<file path="config.mk">
export PLATFORM = sky130hd
export DESIGN_NAME = fir_serial_mac_flat
export DESIGN_NICKNAME = d
export VERILOG_FILES = /design/src/rtl/fir_serial_mac_if.sv /design/src/rtl/fir_serial_mac.sv /design/src/flat_wrapper.sv
export SDC_FILE = /design/constraint.sdc
export NUM_CORES = 2
export LEC_CHECK = 0
export CAP_MARGIN = 20
export CORE_MARGIN = 3
export CORE_UTILIZATION = 30
export DETAILED_ROUTE_END_ITERATION = 6
export GPL_ROUTABILITY_DRIVEN = 1
export REMOVE_ABC_BUFFERS = 1
export SLEW_MARGIN = 40
export SYNTH_ARGS = -nofsm -noshare
export SYNTH_HDL_FRONTEND = slang
export SYNTH_SLANG_ARGS = --single-unit
</file>
<file path="constraint.sdc">
create_clock -name clk -period 32.4 [get_ports clk]
set_input_delay 3.24 -clock clk [delete_from_list [all_inputs] [get_ports clk]]
set_output_delay 3.24 -clock clk [all_outputs]
set_load 0.01 [all_outputs]
</file>
<file path="src/rtl/fir_serial_mac_if.sv">
// Sample-in / coefficient-ROM / result-out bundle of the serial-MAC FIR engine.
// slave is the filter engine. master is the environment: sample source, coefficient ROM and result sink.
interface fir_serial_mac_if #(
  parameter int unsigned ADDR_W = 5,
  parameter int unsigned DW     = 16,
  parameter int unsigned CW     = 16
);
  logic [DW-1:0]     din;
  logic              din_valid;
  logic              din_ready;
  logic              mode_sel;
  logic              flush;
  logic [ADDR_W-1:0] coef_addr;
  logic              coef_mode;
  logic [CW-1:0]     coef_data;
  logic [DW-1:0]     dout;
  logic              dout_valid;
  logic              busy;

  modport slave (
    input  din, din_valid, mode_sel, flush, coef_data,
    output din_ready, coef_addr, coef_mode, dout, dout_valid, busy
  );

  modport master (
    output din, din_valid, mode_sel, flush, coef_data,
    input  din_ready, coef_addr, coef_mode, dout, dout_valid, busy
  );
endinterface

</file>
<file path="src/rtl/fir_serial_mac.sv">
// Time-multiplexed 32-tap FIR: one multiply-accumulate per cycle against an external
// coefficient ROM, one rounded and saturated result per accepted sample.
module fir_serial_mac #(
  parameter int unsigned ADDR_W = 5,
  parameter int unsigned DW     = 16,
  parameter int unsigned CW     = 16,
  parameter int unsigned FRAC   = 15,
  parameter int unsigned ACC_W  = 40
) (
  input  logic             clk,
  input  logic             rst_n,
  fir_serial_mac_if.slave  bus
);

  localparam int unsigned NTAPS = 2 ** ADDR_W;
  localparam int unsigned PW    = DW + CW;
  localparam logic signed [ACC_W-1:0] RND = ACC_W'(1) << (FRAC - 1);
  localparam logic [ADDR_W-1:0] LAST_K = ADDR_W'(NTAPS - 1);

  typedef enum logic [1:0] {IDLE, MAC, DONE} state_t;

  state_t                  state_q, state_nxt;
  logic signed [DW-1:0]    x_q [NTAPS];
  logic signed [ACC_W-1:0] acc_q, acc_nxt;
  logic [ADDR_W-1:0]       k_q, k_nxt;
  logic                    mode_q, mode_nxt;
  logic [DW-1:0]           dout_q, dout_nxt;
  logic                    din_ready_q, busy_q, dout_valid_q;
  logic                    shift_c, clear_c;
  logic signed [PW-1:0]    prod_c;
  logic signed [ACC_W-1:0] acc_sum_c, rnd_c;
  logic [DW-1:0]           sat_c;

  // Datapath: full-precision product, accumulate, then round-half-up and saturate
  assign prod_c    = x_q[k_q] * $signed(bus.coef_data);
  assign acc_sum_c = acc_q + ACC_W'(prod_c);
  assign rnd_c     = (acc_sum_c + RND) >>> FRAC;

  always_comb begin
    sat_c = rnd_c[DW-1:0];
    if (!((rnd_c[ACC_W-1:DW-1] == '0) || (rnd_c[ACC_W-1:DW-1] == '1))) begin
      sat_c = rnd_c[ACC_W-1] ? {1'b1, {(DW-1){1'b0}}} : {1'b0, {(DW-1){1'b1}}};
    end
  end

  // Result is formed on the final MAC edge so dout and dout_valid appear together in DONE
  always_comb begin
    state_nxt = state_q;
    k_nxt     = k_q;
    acc_nxt   = acc_q;
    mode_nxt  = mode_q;
    dout_nxt  = dout_q;
    shift_c   = 1'b0;
    clear_c   = 1'b0;
    case (state_q)
      IDLE: begin
        clear_c = bus.flush;
        if (bus.din_valid) begin
          shift_c   = 1'b1;
          mode_nxt  = bus.mode_sel;
          acc_nxt   = '0;
          k_nxt     = '0;
          state_nxt = MAC;
        end
      end
      MAC: begin
        acc_nxt = acc_sum_c;
        k_nxt   = k_q + 1'b1;
        if (k_q == LAST_K) begin
          dout_nxt  = sat_c;
          state_nxt = DONE;
        end
      end
      DONE: begin
        k_nxt     = '0;
        state_nxt = IDLE;
      end
      default: state_nxt = IDLE;
    endcase
  end

  always_ff @(posedge clk or negedge rst_n) begin
    if (!rst_n) begin
      state_q      <= IDLE;
      acc_q        <= '0;
      k_q          <= '0;
      mode_q       <= 1'b0;
      dout_q       <= '0;
      din_ready_q  <= 1'b1;
      busy_q       <= 1'b0;
      dout_valid_q <= 1'b0;
    end else begin
      state_q      <= state_nxt;
      acc_q        <= acc_nxt;
      k_q          <= k_nxt;
      mode_q       <= mode_nxt;
      dout_q       <= dout_nxt;
      din_ready_q  <= (state_nxt == IDLE);
      busy_q       <= (state_nxt != IDLE);
      dout_valid_q <= (state_nxt == DONE);
    end
  end

  // Delay line; a flush coinciding with an accept clears the old samples before the shift
  always_ff @(posedge clk or negedge rst_n) begin
    if (!rst_n) begin
      for (int unsigned i = 0; i < NTAPS; i++) x_q[i] <= '0;
    end else if (shift_c) begin
      x_q[0] <= bus.din;
      for (int unsigned i = 1; i < NTAPS; i++) x_q[i] <= clear_c ? '0 : x_q[i-1];
    end else if (clear_c) begin
      for (int unsigned i = 0; i < NTAPS; i++) x_q[i] <= '0;
    end
  end

  assign bus.din_ready  = din_ready_q;
  assign bus.busy       = busy_q;
  assign bus.dout_valid = dout_valid_q;
  assign bus.dout       = dout_q;
  assign bus.coef_addr  = k_q;
  assign bus.coef_mode  = mode_q;

endmodule

</file>
<file path="src/flat_wrapper.sv">
// flat-port wrapper written by rule: the top's interface ports become plain ports
module fir_serial_mac_flat 
#(
  parameter int unsigned ADDR_W = 5,
  parameter int unsigned DW     = 16,
  parameter int unsigned CW     = 16,
  parameter int unsigned FRAC   = 15,
  parameter int unsigned ACC_W  = 40
)
  (clk, rst_n, bus_din, bus_din_valid, bus_mode_sel, bus_flush, bus_coef_data, bus_din_ready, bus_coef_addr, bus_coef_mode, bus_dout, bus_dout_valid, bus_busy);
  fir_serial_mac_if #(.ADDR_W(ADDR_W), .DW(DW), .CW(CW)) bus_i ();
  input  logic clk;
  input  logic rst_n;
  input wire logic [$bits(bus_i.din)-1:0] bus_din;
  input wire logic [$bits(bus_i.din_valid)-1:0] bus_din_valid;
  input wire logic [$bits(bus_i.mode_sel)-1:0] bus_mode_sel;
  input wire logic [$bits(bus_i.flush)-1:0] bus_flush;
  input wire logic [$bits(bus_i.coef_data)-1:0] bus_coef_data;
  output wire logic [$bits(bus_i.din_ready)-1:0] bus_din_ready;
  output wire logic [$bits(bus_i.coef_addr)-1:0] bus_coef_addr;
  output wire logic [$bits(bus_i.coef_mode)-1:0] bus_coef_mode;
  output wire logic [$bits(bus_i.dout)-1:0] bus_dout;
  output wire logic [$bits(bus_i.dout_valid)-1:0] bus_dout_valid;
  output wire logic [$bits(bus_i.busy)-1:0] bus_busy;
  assign bus_i.din = bus_din;
  assign bus_i.din_valid = bus_din_valid;
  assign bus_i.mode_sel = bus_mode_sel;
  assign bus_i.flush = bus_flush;
  assign bus_i.coef_data = bus_coef_data;
  assign bus_din_ready = bus_i.din_ready;
  assign bus_coef_addr = bus_i.coef_addr;
  assign bus_coef_mode = bus_i.coef_mode;
  assign bus_dout = bus_i.dout;
  assign bus_dout_valid = bus_i.dout_valid;
  assign bus_busy = bus_i.busy;
  fir_serial_mac #(.ADDR_W(ADDR_W), .DW(DW), .CW(CW), .FRAC(FRAC), .ACC_W(ACC_W)) u_core (.clk(clk), .rst_n(rst_n), .bus(bus_i));
endmodule
</file>
==> impl_metrics.json <==
{
  "dr.pass1.iters": 7,
  "port-buffer-count": 61,
  "overflow": 0,
  "hold_viol_final": 0,
  "clk_latency_ns": 0.63,
  "max_freq_mhz": 80.4,
  "synth_edf_count": 0,
  "remaining_drc_errors": 0,
  "synth-seq-cells": 579,
  "synth_cell_type_count": 83,
  "wl_met3_um": 3540,
  "met1Wirelength_um": 40800,
  "fin_nets": 3542,
  "ios": 62,
  "drt_wl_total_um": 88200,
  "drt_iter0_drc": 1637,
  "initial_core_util": 0.303,
  "fillers": 12500,
  "drive_gt1_frac": 0.116,
  "dp_hpwl_um": 59300,
  "status": "completed",
  "cts_hold_buf": 0,
  "track_usage": 0.136,
  "fin_crit_sh": 0.384,
  "slew_viol_final": 0,
  "cts_buffers": 58,
  "worstSetupStartpointType": "input port",
  "crit_arrival_ns": 12.91,
  "setup_ws_ns": 19.97,
  "grt_pass1_wl_um": 147000,
  "end_kind": "flip-flop",
  "setup-violations-final": 0,
  "async_flop_share": 1.00,
  "synth_top_area_frac": 0.379,
  "place_ws_ns": 19.23,
  "multiInputGateArea_mm2": 0.0214,
  "critPathKind": "input port to flip-flop",
  "path_max_fanout": 16,
  "min_period_ns": 12.43,
  "dieArea_mm2": 0.131,
  "clkTransAtPathRegs_ns": 0.06,
  "regArea_mm2": 0.0145,
  "relSlewSlack": 0.433,
  "cts_root_buf": "clkbuf_16",
  "synth_warnings": 0,
  "post_drt_wl_per_cell_um": 18.5,
  "antenna_found_initial": 7,
  "crit_required_ns": 32.87,
  "grt_pass1_vias": 26000,
  "ys_top_cells_by_area": "dfrtp_1 38%, fa_1 17%, a22o_1 12%",
  "fin_worst_skew_ns": 0.0178,
  "yosysTopAreaCell": "dfrtp_1",
  "fp-row-count": 130,
  "cts_max_level": 2,
  "viasPerCell": 5.19,
  "gp_congestion": 0.907,
  "synthFlopType": "dfrtp_1",
  "dieHeight_um": 362,
  "cts_sinks": 579,
  "postCtsSetupBuffers": 0,
  "die_w_um": 362,
  "worst_pin_slew_ns": 0.851,
  "cap_violations": 0,
  "rsz0062_at_grt": "false",
  "synth_area_per_cell_um2": 12.2,
  "cts-resized-gates": 0,
  "grt_max_degree": 136,
  "synth_cells": 3115,
  "met2WireLength_um": 42000,
  "via_count": 24700,
  "max-clock-path-buffers": 3,
  "cts_tree": "done",
  "area_delta_synth_final_pct": 11.1,
  "seq_area_frac_synth": 0.380,
  "tns_ns": 0,
  "core_area_mm2": 0.126,
  "ant_nets": 0,
  "routed.top_layer": "met5",
  "hp-class": "flip-flop to flip-flop",
  "synth_area_mm2": 0.0381
}
[flip-flops by register name, summed over array words and instances (netlist names)]
name	cells
u_core.bus.din_ready	1
u_core.bus.coef_mode	1
u_core.bus.coef_addr	5
u_core.bus.dout	16
u_core.x_q	512
u_core.bus.busy	1
u_core.state_q	2
u_core.acc_q	40
u_core.bus.dout_valid	1
[cells in the final DEF, fill, tap and decap left out, types with 6 or more instances in the layout]
master / Yosys / routed
and2_1: 42 / 42
clkbuf_16: 0 / 59
clkinvlp_4: 0 / 6
xor2_1: 22 / 22
mux2i_1: 13 / 10
nor4_1: 12 / 12
buf_6: 5 / 10
a22o_1: 516 / 516
nor2b_1: 113 / 113
nor3_1: 18 / 18
or3_1: 10 / 10
clkbuf_8: 0 / 12
fa_1: 330 / 330
mux4_2: 160 / 160
clkbuf_1: 184 / 11
nand3_1: 38 / 38
nand2_1: 139 / 139
nand2b_1: 66 / 65
buf_4: 5 / 24
clkdlybuf4s50_1: 0 / 57
a21oi_1: 38 / 38
inv_1: 356 / 355
o211ai_1: 20 / 20
and3_1: 10 / 10
nand4_1: 12 / 12
o21ai_0: 69 / 69
ha_1: 118 / 118
mux2_2: 7 / 7
a21o_1: 13 / 13
xnor2_1: 25 / 25
nor2_1: 40 / 39
dfrtp_1: 578 / 574
clkinv_2: 0 / 16
o21a_1: 10 / 10
o211ai_2: 13 / 13
[area by class of cell]
cell class	instances	share of cell area
clock inverter	28	0.00547
timing repair buffer	104	0.0256
antenna	1	0.0000591
multi-input combinational	1957	0.506
clock buffer	82	0.0397
sequential	579	0.343
tap	1650	0.0488
inverter	357	0.0316
[routing by layer]
metal / vias to the layer above / track usage
met1: 13100 / 0.192
met3: 119 / 0.0171
met2: 474 / 0.221
met5: - / 0
li1: 11000 / -
met4: 4 / 0.0326
[final timing paths]
path / end / depth (start not counted) / slack (ns) / from
setup / recovery: u_core.bus.dout[14] / 24 / 19.97 / bus_coef_data[1]
hold / removal: u_core.bus.coef_mode / 2 / 0.48 / u_core.bus.coef_mode
setup reg to reg: u_core.bus.dout[14] / 28 / 20.01 / u_core.bus.coef_addr[0]
hold reg to reg: u_core.bus.coef_mode / 2 / 0.48 / u_core.bus.coef_mode
max in group asynchronous: u_core.bus.coef_addr[1] / 4 / 27.70 / rst_n
min in group asynchronous: u_core.x_q[430] / 1 / 2.51 / rst_n
[cell families (layout without fill, tap and decap cells)]
family	after synthesis	after routing	synth area share
AO/OA/AOI/OAI	751	751	0.162
XOR/XNOR	47	47	0.0108
adder cells (fa/ha/maj)	448	448	0.212
buffers and inverters	579	571	0.0587
flip-flops	579	579	0.380
multiplexers	180	180	0.100
other	0	1	0
AND/OR/NAND/NOR	531	531	0.0758
[Yosys cell counts, types with 4 or more instances]
library cell	instances
nor3_1	18
o21a_1	10
a21o_1	13
nand4_1	12
a22o_1	516
nor2b_1	113
nand3_1	38
o211ai_1	20
a211oi_1	5
xnor2_1	25
buf_2	7
or4_1	5
or3_1	10
or2_2	5
and3_1	10
buf_1	21
o21bai_1	5
dfrtp_1	578
mux4_2	160
o211ai_2	13
o21ai_0	69
buf_4	5
mux2i_1	13
nand2b_1	66
a22oi_1	5
nor4_1	12
nand2_1	139
o41ai_1	4
xor2_1	22
mux2_2	7
o21ai_1	5
nor2_1	40
clkbuf_1	184
fa_1	330
inv_1	356
and2_1	42
a21oi_1	38
buf_6	5
ha_1	118
[metrics by stage]
stage                      util  hold WS [ns]  instance area, µm²  instances
after floorplan               -         0.456               37200       2893
after global placement    0.320         0.470               40200       4640
after detailed placement  0.321         0.471               40400       4646
after CTS                 0.336         0.486               42300       4756
after global routing      0.336         0.510               42300       4757
final                     0.336         0.479               42300       4758
[worst max-delay path, cell delays in order]
cell and delay (ns):
clkdlybuf4s50_1 0.91, nand2_1 0.31, fa_1 0.75, inv_1 0.14, fa_1 0.84, fa_1 0.53
fa_1 0.51, fa_1 0.51, inv_1 0.05, fa_1 0.49, inv_1 0.05, ha_1 0.47
nand2_1 0.09, o21ai_1 0.47, nor4_1 0.12, a2111o_1 0.30, a211oi_1 0.61, nand4b_1 0.21
or4b_1 0.71, or3_1 0.40, o31a_1 0.31, o31ai_4 0.49, buf_4 0.27, o211ai_1 0.10
Power is not shown: default switching activity piles up to over one toggle a cycle in this logic, so the estimate is an artifact.
